--- src/rtl/wb_fabric_pkg.sv ---
// Shared types and defaults for the single-master Wishbone fabric.
// Holds the FSM state encoding, timer width and the default two-slave address map.
package wb_fabric_pkg;

    typedef enum logic [1:0] {
        ST_IDLE   = 2'd0,
        ST_ACTIVE = 2'd1,
        ST_ERR    = 2'd2
    } fabric_state_e;

    localparam int timer_width = 16;

    // Slave 1 = 16-byte UART window at 0x8000_0000, slave 0 = 64 KiB memory at 0x0.
    localparam logic [63:0] default_base = {32'h8000_0000, 32'h0000_0000};
    localparam logic [63:0] default_mask = {32'hFFFF_FFF0, 32'hFFFF_0000};

    function automatic int idx_bits(input int n);
        return (n > 1) ? $clog2(n) : 1;
    endfunction

endpackage

--- src/rtl/wb_fabric_decode.sv ---
// Combinational address decoder: base/mask compare per slave, lowest matching index wins.
module wb_fabric_decode
    import wb_fabric_pkg::*;
#(
    parameter int addr_width  = 32,
    parameter int slave_count = 2,
    parameter logic [slave_count*addr_width-1:0] slave_base = default_base,
    parameter logic [slave_count*addr_width-1:0] slave_mask = default_mask,
    localparam int idx_width = idx_bits(slave_count)
) (
    input  logic [addr_width-1:0] adr,
    output logic                  hit,
    output logic [idx_width-1:0]  idx
);

    // Scanning from the top down lets the lowest overlapping index overwrite the result last.
    always_comb begin
        hit = 1'b0;
        idx = '0;
        for (int i = slave_count - 1; i >= 0; i--) begin
            if ((adr & slave_mask[i*addr_width +: addr_width]) == slave_base[i*addr_width +: addr_width]) begin
                hit = 1'b1;
                idx = idx_width'(i);
            end
        end
    end

endmodule

--- src/rtl/wb_fabric.sv ---
// Single-master to N-slave Wishbone classic fabric with decode-miss error termination.
// Define WB_FABRIC_TIMEOUT_EN to also terminate hung slaves with wb_err after timeout_cycles.
module wb_fabric
    import wb_fabric_pkg::*;
#(
    parameter int addr_width     = 32,
    parameter int data_width     = 32,
    parameter int slave_count    = 2,
    parameter logic [slave_count*addr_width-1:0] slave_base = default_base,
    parameter logic [slave_count*addr_width-1:0] slave_mask = default_mask,
    parameter int timeout_cycles = 255,
    localparam int strobe_width  = data_width / 8,
    localparam int idx_width     = idx_bits(slave_count)
) (
    input  logic                              clock,
    input  logic                              reset,
    input  logic [addr_width-1:0]             wb_adr,
    input  logic [data_width-1:0]             wb_datwr,
    input  logic                              wb_we,
    input  logic [strobe_width-1:0]           wb_sel,
    input  logic                              wb_stb,
    input  logic                              wb_cyc,
    output logic [data_width-1:0]             wb_datrd,
    output logic                              wb_ack,
    output logic                              wb_err,
    output logic [addr_width-1:0]             s_adr,
    output logic [data_width-1:0]             s_datwr,
    output logic                              s_we,
    output logic [strobe_width-1:0]           s_sel,
    output logic [slave_count-1:0]            s_stb,
    output logic [slave_count-1:0]            s_cyc,
    input  logic [slave_count*data_width-1:0] s_datrd,
    input  logic [slave_count-1:0]            s_ack,
    output logic [1:0]                        dbg_state
);

    // Handshake: a transfer is requested while wb_cyc & wb_stb are high and ends on the
    // first cycle wb_ack or wb_err is high; dropping wb_cyc abandons it silently.

    fabric_state_e          state, state_next;
    logic [idx_width-1:0]   sel_idx, sel_next;
    logic                   dec_hit;
    logic [idx_width-1:0]   dec_idx;

    wb_fabric_decode #(
        .addr_width  (addr_width),
        .slave_count (slave_count),
        .slave_base  (slave_base),
        .slave_mask  (slave_mask)
    ) u_decode (
        .adr (wb_adr),
        .hit (dec_hit),
        .idx (dec_idx)
    );

    assign s_adr     = wb_adr;
    assign s_datwr   = wb_datwr;
    assign s_we      = wb_we;
    assign s_sel     = wb_sel;
    assign dbg_state = state;

`ifdef WB_FABRIC_TIMEOUT_EN
    localparam logic [timer_width-1:0] timer_last = timer_width'(timeout_cycles - 1);
    logic [timer_width-1:0] timer;

    always_ff @(posedge clock or negedge reset) begin
        if (!reset) begin
            timer <= '0;
        end else if (state != ST_ACTIVE) begin
            timer <= '0;
        end else begin
            timer <= timer + 1'b1;
        end
    end
`endif

    always_ff @(posedge clock or negedge reset) begin
        if (!reset) begin
            state   <= ST_IDLE;
            sel_idx <= '0;
        end else begin
            state   <= state_next;
            sel_idx <= sel_next;
        end
    end

    always_comb begin
        state_next = state;
        sel_next   = sel_idx;
        s_stb      = '0;
        s_cyc      = '0;
        wb_ack     = 1'b0;
        wb_err     = 1'b0;
        wb_datrd   = '0;
        case (state)
            ST_IDLE: begin
                if (wb_cyc && wb_stb) begin
                    if (dec_hit) begin
                        state_next = ST_ACTIVE;
                        sel_next   = dec_idx;
                    end else begin
                        state_next = ST_ERR;
                    end
                end
            end
            ST_ACTIVE: begin
                s_stb[sel_idx] = wb_stb;
                s_cyc[sel_idx] = wb_cyc;
                // Abort has priority: a late slave ack is not forwarded once wb_cyc is gone.
                if (!wb_cyc) begin
                    state_next = ST_IDLE;
                end else if (s_ack[sel_idx]) begin
                    wb_ack     = 1'b1;
                    wb_datrd   = s_datrd[sel_idx*data_width +: data_width];
                    state_next = ST_IDLE;
                end
`ifdef WB_FABRIC_TIMEOUT_EN
                else if (timer == timer_last) begin
                    state_next = ST_ERR;
                end
`endif
            end
            ST_ERR: begin
                wb_err     = 1'b1;
                state_next = ST_IDLE;
            end
            default: state_next = ST_IDLE;
        endcase
    end

endmodule

--- config.mk ---
export PLATFORM = sky130hd
export DESIGN_NAME = wb_fabric
export DESIGN_NICKNAME = d
export VERILOG_FILES = /design/src/rtl/wb_fabric_pkg.sv /design/src/rtl/wb_fabric_decode.sv /design/src/rtl/wb_fabric.sv
export SDC_FILE = /design/constraint.sdc
export NUM_CORES = 1
export LEC_CHECK = 0
export BUFFER_PORTS_ARGS = -buffer_cell sky130_fd_sc_hd__buf_2
export CORE_AREA = 2 2 95 97
export DETAILED_ROUTE_END_ITERATION = 7
export DIE_AREA = 0 0 97 99
export HOLD_SLACK_MARGIN = 0.05
export SLEW_MARGIN = 20
export SYNTH_ARGS = -nofsm -noshare
export SYNTH_HDL_FRONTEND = slang
export SYNTH_SLANG_ARGS = --single-unit
--- constraint.sdc ---
create_clock -name clock -period 1.2 [get_ports clock]
set_input_delay 0.12 -clock clock [delete_from_list [all_inputs] [get_ports clock]]
set_output_delay 0.12 -clock clock [all_outputs]
set_load 0.01 [all_outputs]
==> metrics <==
pwr dens 356 nW/µm²; die width 97 µm; sequential area share after synthesis under 10%; area grow syn2layout 61.8%; Reg2Reg Setup Slack around 0.010 ns; Worst EP arrival 1.46 ns; most frequent cells in the layout buf_2, nor2_2, mux2i_1; first-pass GRT wire length 6.80 mm; H-tree levels 1; Rel. slew slack a little under 80%; Peak Freq roughly 630 MHz; Place WS -0.173 ns; 1st-pass router iterations 4; die footprint just under 10,000 µm²; worst-margin pin slew 0.319 ns; Residual DRC 0; area of the multi-input gates 801 µm²; initial antenna violation count 0; Reg-to-Reg End sel_idx; Final #Nets 419; CTS Buf Count 3; Post-Synthesis Cells 172; FP Rows 34; yosys warns 0; Vert. Die Dim ~100 µm; Ports 248; worst-path fanout max 18; gr usage total 8.58%; reg2reg start dbg_state[1]; Fillers 925; worst-skew pair later-pin latency around 0.21 ns; total grt overflow 0; clk sinks 3; ANT nets after route 0; failing checks negative setup slack; Leak 1.06 nW; placed cells 381; CP Launch Type register; commonest non-fill, non-tap cell in the layout buf_2; worst path cell trace mux2_4 -> nand3_4 -> buf_12 -> nor2_1 -> buf_2; routed wire length 4.62 mm; Slew Limit Fails 0; Vias/cell 3.86; FF/Latch Area 76.3 µm²; Total Power 0.000737 W; initial DRC count 3; status finished, violations left; core area 8550 µm²; final cell count without fillers roughly 390; Placer Congestion 0.807; Yosys reg bits 3; Worst Path Required 1.08 ns; final setup violating endpoints 37; slowest CP cell dfrtp_2; crit path time final 1.58 ns; routed len/inst 11.9 µm; CTS tree yes; HPWL Detailed ~4 mm; RSZ-0062 raised after global routing yes; diode count 0; maxcap violations 0; Reg clk slew, reported paths 0.03 ns; Clock Path Buffers 2; layout cells sized above 1 ~82%; IO buf count 165; Crit Path Class reg -> out; fin worst setup slack -0.381 ns; VDD IR max roughly 280 µV; synthesized area per cell 7.43 µm²; Tcrit/Tclk final 132%; crit path buf inv count 2; delay of the slowest critical-path stage 0.42 ns; Worst Hold Class in -> async; Mapped Nets 311; R2R depth 3; largest net degree at the start of global routing 27; crit end category output port; Final Hold Fails 0; synth unique cells 22; Synth Cell Area 1280 µm²; Worst path top cell family by delay flip-flops; Starting Density 15.0%; via count 1,493; clk root buf clkbuf_8; clk_skew 0.00197 ns; vias in the first global route 1,455
==> Yosys cell counts, drive strengths merged <==
cell	count	share of area (%)
a21oi	1	0.39
and2b	1	0.59
and3	2	0.98
buf	74	43
clkbuf	2	1.2
dfrtp	3	5.9
inv	1	0.29
mux2	1	0.88
mux2i	32	25
nand2	3	0.88
nand3	1	0.78
nand4	2	0.98
nand4bb	1	0.88
nor2	37	11
nor2b	1	0.49
nor3	3	1.2
nor4	4	3.4
nor4b	1	1.2
o2bb2ai	1	0.69
o32a	1	0.78
==> sequential cells by signal, summed over array words and instances, names as in the netlist <==
signal and count:
dbg_state 2, sel_idx 1
==> routing by layer <==
metal / wire, µm / share of wire [%] / track usage [%]
met1: 1520 / 33 / 8.18
met2: 2390 / 52 / 16.9
met3: 647 / 14 / 3.55
met4: 66 / 1.4 / 2.28
met5: 0 / 0 / 0
==> final cells by class <==
class	instances	share of cell area (%)
clock buffers	4	2.18
inverters	1	0.181
multi-input cells	92	38.7
flip-flops and latches	3	3.69
well taps	108	6.53
repair buffers	179	48.7
==> worst register-to-register path: cells and delay by family, from the launching register on <==
family	cells	cell delay, ns
compound gates	1	0.35
buf+inv	1	0.14
flops	1	0.36
simple gates	1	0.21
==> cell families (layout without fill, tap and decap cells) <==
family          Yosys count  count (layout)  share of synthesized area, %
flops                     3               3                          5.87
compound gates            3               3                          1.86
buf+inv                  77             184                          44.1
mux                      33              33                          25.9
simple gates             56              56                          22.2
==> through the flow <==
step | setup TNS [ns] | hold slack [ns] | area, µm² | util [%]
floorplan | -0.233 | -0.176 | 1380 | -
global placement | -4.05 | -0.0825 | 1880 | 21.9
detailed placement | -5.18 | -0.0810 | 1880 | 21.9
CTS | -13.24 | 0.237 | 1980 | 23.2
global route | -14.75 | 0.240 | 2070 | 24.2
finish | -12.38 | 0.240 | 2070 | 24.2
==> power by group <==
group          internal (W)  switching [W]  leakage, nW
registers          0.000104    0.000000794       0.0394
clock network      0.000226      0.0000619       0.0228
logic              0.000191       0.000153        0.995
total              0.000521       0.000216         1.06
==> worst max-delay path by stage <==
| stage | from | end | cells past startpoint |
|---|---|---|---|
| after floorplan | dbg_state[1] | wb_datrd[10] | 4 |
| after global placement | sel_idx | wb_datrd[0] | 5 |
| after detailed placement | sel_idx | wb_datrd[31] | 5 |
| after CTS | sel_idx | wb_datrd[31] | 5 |
| after global routing | sel_idx | wb_datrd[1] | 5 |
| final | sel_idx | wb_datrd[31] | 5 |
==> what timing repair did <==
| action | CTS | global route |
|---|---|---|
| cloned | 0 | 1 |
| hold buffers | 1 | 0 |
| gates resized for setup | 11 | 13 |
| setup endpoints to repair | 38 | 38 |
| pin swaps | 5 | 4 |
| endpoints found under the hold margin | 3 | 0 |
| setup buffers | 0 | 0 |
(Power assumes the default switching activity.)
